<file path="src/rtl/mant_mult_seq.sv">
// Radix-2 shift-and-add multiplier for single-precision significands (hidden 1 restored).
// Produces the normalized truncated fraction, the exponent-increment flag and a sticky bit.
module mant_mult_seq #(
    parameter int MW = 23
) (
    input  logic          clk,
    input  logic          resetn,
    input  logic          start,
    input  logic [MW-1:0] man1,
    input  logic [MW-1:0] man2,
    output logic [MW-1:0] mant,
    output logic          inc_exp,
    output logic          sticky,
    output logic          busy,
    output logic          done
);

    localparam int SW = MW + 1;
    localparam int PW = 2 * SW;
    localparam int CW = $clog2(SW);
    localparam logic [CW-1:0] LAST = CW'(SW - 1);

    typedef enum logic [1:0] {IDLE, RUN, NORM, DONE} state_t;

    state_t        state_q, state_d;
    logic [SW-1:0] a, b;
    logic [PW-1:0] p;
    logic [CW-1:0] cnt;
    logic [SW:0]   sum;

    // Partial-product add into the upper half; the carry becomes the new MSB after the shift.
    assign sum = {1'b0, p[PW-1:SW]} + (b[0] ? {1'b0, a} : '0);

    always_comb begin
        // NOTE: default first so every path assigns state_d and no latch is inferred.
        state_d = state_q;
        case (state_q)
            IDLE: if (start) state_d = RUN;
            RUN:  if (cnt == LAST) state_d = NORM;
            NORM: state_d = DONE;
            DONE: state_d = IDLE;
            default: state_d = IDLE;
        endcase
    end

    always_ff @(posedge clk or negedge resetn) begin
        if (!resetn) begin
            state_q <= IDLE;
        end else begin
            // NOTE: sequential state uses non-blocking assignments so all registers update together.
            state_q <= state_d;
        end
    end

    // busy/done are registered from the current state, so they trail the FSM by one edge.
    always_ff @(posedge clk or negedge resetn) begin
        if (!resetn) begin
            a       <= '0;
            b       <= '0;
            p       <= '0;
            cnt     <= '0;
            mant    <= '0;
            inc_exp <= 1'b0;
            sticky  <= 1'b0;
            busy    <= 1'b0;
            done    <= 1'b0;
        end else begin
            busy <= (state_q == RUN) || (state_q == NORM);
            done <= (state_q == DONE);
            case (state_q)
                IDLE: begin
                    if (start) begin
                        a   <= {1'b1, man1};
                        b   <= {1'b1, man2};
                        p   <= '0;
                        cnt <= '0;
                    end
                end
                RUN: begin
                    p   <= {sum, p[SW-1:1]};
                    b   <= b >> 1;
                    cnt <= cnt + 1'b1;
                end
                NORM: begin
                    if (p[PW-1]) begin
                        inc_exp <= 1'b1;
                        mant    <= p[PW-2 -: MW];
                        sticky  <= |p[SW-1:0];
                    end else begin
                        inc_exp <= 1'b0;
                        mant    <= p[PW-3 -: MW];
                        sticky  <= |p[SW-2:0];
                    end
                end
                default: ;
            endcase
        end
    end

endmodule

</file>
<file path="config.mk">
export PLATFORM = sky130hd
export DESIGN_NAME = mant_mult_seq
export DESIGN_NICKNAME = d
export VERILOG_FILES = /design/src/rtl/mant_mult_seq.sv
export SDC_FILE = /design/constraint.sdc
export NUM_CORES = 1
export LEC_CHECK = 0
export ABC_AREA = 1
export BUFFER_PORTS_ARGS = -buffer_cell sky130_fd_sc_hd__buf_2
export CAP_MARGIN = 5
export CORE_MARGIN = 5
export CORE_UTILIZATION = 50
export DETAILED_ROUTE_END_ITERATION = 7
export HOLD_SLACK_MARGIN = 0.02
export PLACE_DENSITY = 0.73
export SLEW_MARGIN = 20
export SYNTH_ARGS = -nofsm -noshare
export SYNTH_HDL_FRONTEND = slang
export SYNTH_SLANG_ARGS = --single-unit
</file>
<file path="constraint.sdc">
create_clock -name clk -period 2.9 [get_ports clk]
set_input_delay 0.145 -clock clk [delete_from_list [all_inputs] [get_ports clk]]
set_output_delay 0.145 -clock clk [all_outputs]
set_load 0.02 [all_outputs]
</file>
[Word-level counts from Yosys, hierarchy flattened]
Index checks and enable logic that the tools add are counted.
Storage, ports and cells
  input port bits: 49
  word-level logic and storage cells: 39
  output and inout bits: 27
  register bits: 130
Cells by class
  muxes and demuxes: 13
  eq/ne operators: 6
  reduce and logical (&&, ||, !) cells: 8
  add/sub/neg operators: 2
Operator list (count)
  48-bit case mux with 2 select lines: 1
  24-bit 2-to-1 mux: 2
  48-bit 2-to-1 mux: 1
  24-bit case mux with 2 select lines: 1
  24-bit by 24-bit adder with 25-bit output: 1
  24-bit OR reduction: 1
  23-bit 2-to-1 mux: 1
  23-bit OR reduction: 1
  5-bit case mux with 2 select lines: 1
  2-bit case mux with 4 select lines: 1
  2-bit AND reduction: 3
  5-bit by 1-bit adder with 5-bit output, second input constant: 1
  5-bit == test, second input constant: 1
  5-bit 2-to-1 mux: 1
  2-bit == test, second input constant: 2
  2-bit 2-to-1 mux: 2
  2-bit inequality test, second input constant: 2
  2-bit by 1-bit == test with 1-bit output, second input constant: 1
  2-bit logical NOT: 1
  1-bit 2-to-1 mux: 2
  2-bit nonzero test: 1
  1-bit logical OR: 1

[Depth between registers and ports, before layout]
  depth in word-level cells: 3
  mapped depth: 18
  mapped depth without buffers: 16

[Worst setup path after synthesis]
OpenSTA, ideal clock, no wires.
  kind: register to register
  start: reg b[0]
  end: reg p[39]
  required time: 2779 ps
  setup time: 121 ps
  path buffers: 2
  arrival: 2221 ps
  stages on the path, launching flop included: 18
  clock period less this slack: 2342 ps
  setup slack: 558 ps
  cells stage by stage: dfrtp_1 clkbuf_1 clkbuf_1 nand2_1 inv_1 ha_1 inv_1 fa_1 inv_1 nand3_1 nand3_1 nand2_1 nand2_1 nand2_1 nand2_1 nand2_1 nand2_1 o21ai_1
Between the ends
  longest elaborated chain between the ends: 3
Ends and longest elaborated chain
  start, declared: RTL line 26  | logic [SW-1:0] a, b;
  start signal, assigned: RTL line 74  | b <= {1'b1, man2};
  start signal, assigned: RTL line 81  | b <= b >> 1;
  24-bit 2-to-1 mux: RTL line 32  | assign sum = {1'b0, p[PW-1:SW]} + (b[0] ? {1'b0, a} : '0);
  24-bit by 24-bit adder with 25-bit output: RTL line 32
  48-bit case mux with 2 select lines: RTL line 70  | case (state_q)
  end signal, assigned: RTL line 80  | p <= {sum, p[SW-1:1]};
  end, declared: RTL line 27  | logic [PW-1:0] p;
Every way passes these cells.
A chain may end at the register's enable or synchronous reset.

[Worst setup path in the final report]
  start: reg b[0]
  end: reg p[47]
The elaborated chain is that of the path after synthesis.

==> flow_summary.ini <==
[detailed_routing]
drt_iter0_drc = 573
wire_per_inst_microns = 13.45
drt_first_pass_iters = 5
drc = 0
vias = 6365
viasPerCell = 4.980
ant_nets = 0
routed_wirelength_microns = 17190

[floorplan]
core_sq_um = 13880
die_area_sq_um = 16600
die_x_microns = 128.8
initial_core_util = 0.5087
die_height_microns = 128.8
floorplan.rows = 43
io_pins = 76

[clocking]
insertion_delay_ns = 0.42
clockRootBuffer = clkbuf_16
cts_tree = done
cts_buffers = 17
clkTransAtPathRegs_ns = 0.06
cts.path.max_buffers = 2
cts.repair.resized = 0
cts_max_level = 4
post_cts_buffers = 0
cts_sinks = 130

[layout]
diodes = 0
layout-drive-gt1-share = 0.1148
final_nets = 1165
fin_util = 0.6246
fill_cells = 1245
final_common_cell = nand2_1
areaGrowthSynthToFinish_pct = 22.77
stdcell_area_sq_um = 8670
final_cell_mix = 369 x nand2_1, 135 x inv_1, 130 x dfrtp_1

[yosys]
synth.net_count = 1042
synth_area_sq_um = 7062
synth_cell_types = 31
synth_cells = 963
ys_ff_latch = 130
ys_seq_area_frac = 0.4607
yosysWarnings = 0
synth_area_per_cell_sq_um = 7.333

[global_route]
grt.overflow.total = 0
met2_usage = 0.3314
grt.total_usage = 0.2229
grt_busiest_layer = met2
use_met3 = 0.04151
antenna_found_initial = 0
grt_max_degree = 53
grtUsageMet1 = 0.3292
grt_first_pass_wirelength_microns = 29270
first_global_vias = 5975

[pwr]
switching_power_mw = 3.467
seqPwrFrac = 0.361
p_sw_frac = 0.4156
internal_power_mw = 4.876
p_per_area_nw_per_um2 = 962.3
power_frac_comb = 0.398
p_leak_nw = 4.858
peakVddDrop_v = 0.0004565
p_total_mw = 8.343
clockPowerShare = 0.240

[timing]
post-route-period-util = 0.8234
relSlewSlack = 0.5447
finalSetupViolCount = 0
holdWs_ns = 0.04006
fin_setup_tns_ns = 0
timing_hold_violations_final = 0
layout_min_cycle_time_ns = 2.388
fmaxAchievable_mhz = 418.8
rsz0062_at_grt = false
maxSlewViolCount = 0
worst_pin_slew_ns = 0.6822
clock_skew_ns = 0.006119

[critical_path]
crit_required_ns = 3.26
end_kind = flop
worstPathArrival_ns = 2.75
critPathKind = reg -> reg
startpoint_type = flop
crit_fanout = 23

[place]
placed_area_sq_um = 7649
gp_congestion = 0.9253
io_buffers = 75
dpl.hpwl_microns = 12170

[min_path]
worstHoldPathType = in -> reg

[run_status]
status = finished, final reports clean

[run]
max_cap_violations = 0
-- final cells by class --
| type | count | area, sq um | share of cell area |
|---|---|---|---|
| Tap cell | 180 | 225.2 | 0.02598 |
| Inverter | 137 | 514.2 | 0.05932 |
| Clock inverter | 12 | 107.6 | 0.01241 |
| Timing Repair Buffer | 136 | 963.4 | 0.1111 |
| Clock buffer | 19 | 452.9 | 0.05224 |
| Sequential cell | 130 | 3253 | 0.3752 |
| Multi-Input combinational cell | 664 | 3153 | 0.3637 |
-- registers in the layout, summed over array words and instances (netlist names) --
signal / cells
state_q: 2
p: 48
cnt: 5
mant: 23
done: 1
busy: 1
b: 24
sticky: 1
a: 24
inc_exp: 1
-- what timing repair did --
item	in CTS	in global routing
endpoints found under the hold margin	86	0
hold buffers	46	0
setup endpoints to repair	0	0
-- final timing paths --
kind | endpoint | slack (ns) | from | depth (start not counted)
min in group asynchronous | p[9] | 0.27 | resetn | 2
hold / removal | b[0] | 0.04 | man2[0] | 3
hold reg to reg | a[8] | 0.47 | a[8] | 2
max in group asynchronous | a[11] | 1.87 | resetn | 3
setup / recovery | p[47] | 0.51 | b[0] | 17
setup reg to reg | p[47] | 0.51 | b[0] | 17
-- per-layer routing --
layer / part of all wire / vias to the layer above
met2: 0.43 / 173
met3: 0.061 / 24
met1: 0.49 / 2865
met5: 0 / -
li1: - / 3303
met4: 0.018 / 0
-- metrics by stage --
| step | cells | setup WS (ns) |
|---|---|---|
| 6_report | 1278 | 0.5120 |
| 5_1_grt | 1278 | 0.2229 |
| 4_1_cts | 1278 | 0.5111 |
| 3_5_place_dp | 1201 | 0.5332 |
| 3_3_place_gp | 1201 | 0.5806 |
| 2_1_floorplan | 963 | 0.5579 |
-- kinds of logic (layout without fill, tap and decap cells) --
family	Yosys count	after routing	share of synthesized area
AO/OA/AOI/OAI	146	146	0.1184
XOR/XNOR	2	2	0.002481
adder cells (fa/ha/maj)	30	30	0.05422
buffers and inverters	169	304	0.09284
flip-flops	130	130	0.4607
AND/OR/NAND/NOR	486	486	0.2714
-- Yosys cell counts --
cell type,n,share of area
nand3b_1,2,0.0021
inv_2,1,0.00053
buf_2,11,0.0078
nand2_1,369,0.20
clkbuf_1,17,0.0090
a22oi_1,22,0.023
o21ai_1,3,0.0021
nor4_1,3,0.0027
o22ai_1,24,0.021
nand3_1,27,0.019
buf_4,2,0.0021
nor3_1,7,0.0050
o21ai_0,62,0.044
o21ai_2,1,0.0012
or2_2,2,0.0018
nand4_1,11,0.0097
xor2_1,1,0.0012
inv_1,135,0.072
fa_1,1,0.0028
a32o_1,1,0.0014
buf_1,2,0.0011
ha_1,29,0.051
a41oi_1,1,0.0012
o31ai_1,2,0.0021
dfrtp_1,130,0.46
o211ai_1,1,0.0011
xnor2_1,1,0.0012
a21oi_1,29,0.021
nor2_1,64,0.034
nand2_2,1,0.00089
clkinv_1,1,0.00053
-- worst max-delay path: stages, from the launching register on --
cell and delay [ns]:
dfrtp_1 0.37, buf_4 0.25, nand2_1 0.08, inv_1 0.06
ha_1 0.20, inv_1 0.08, fa_1 0.40, inv_1 0.10
nand3_1 0.08, nand3_1 0.13, nand2_1 0.08, nand2_1 0.11
nand2_1 0.07, nand2_1 0.10, nand2_1 0.06, nand2_1 0.07
nand2_1 0.04, nand2_1 0.06
-- power by group through the flow --
| stage | logic [mW] | clock network (mW) | registers, mW |
|---|---|---|---|
| global route | 3.80 | 2.13 | 3.11 |
| finish | 3.32 | 2.00 | 3.01 |
| global placement | 3.22 | 0 | 3.01 |
| CTS | 3.33 | 2.04 | 3.01 |
| floorplan | 2.24 | 0 | 3.04 |
| detailed placement | 3.26 | 0 | 3.03 |
Power figures use the tool's default switching activity.
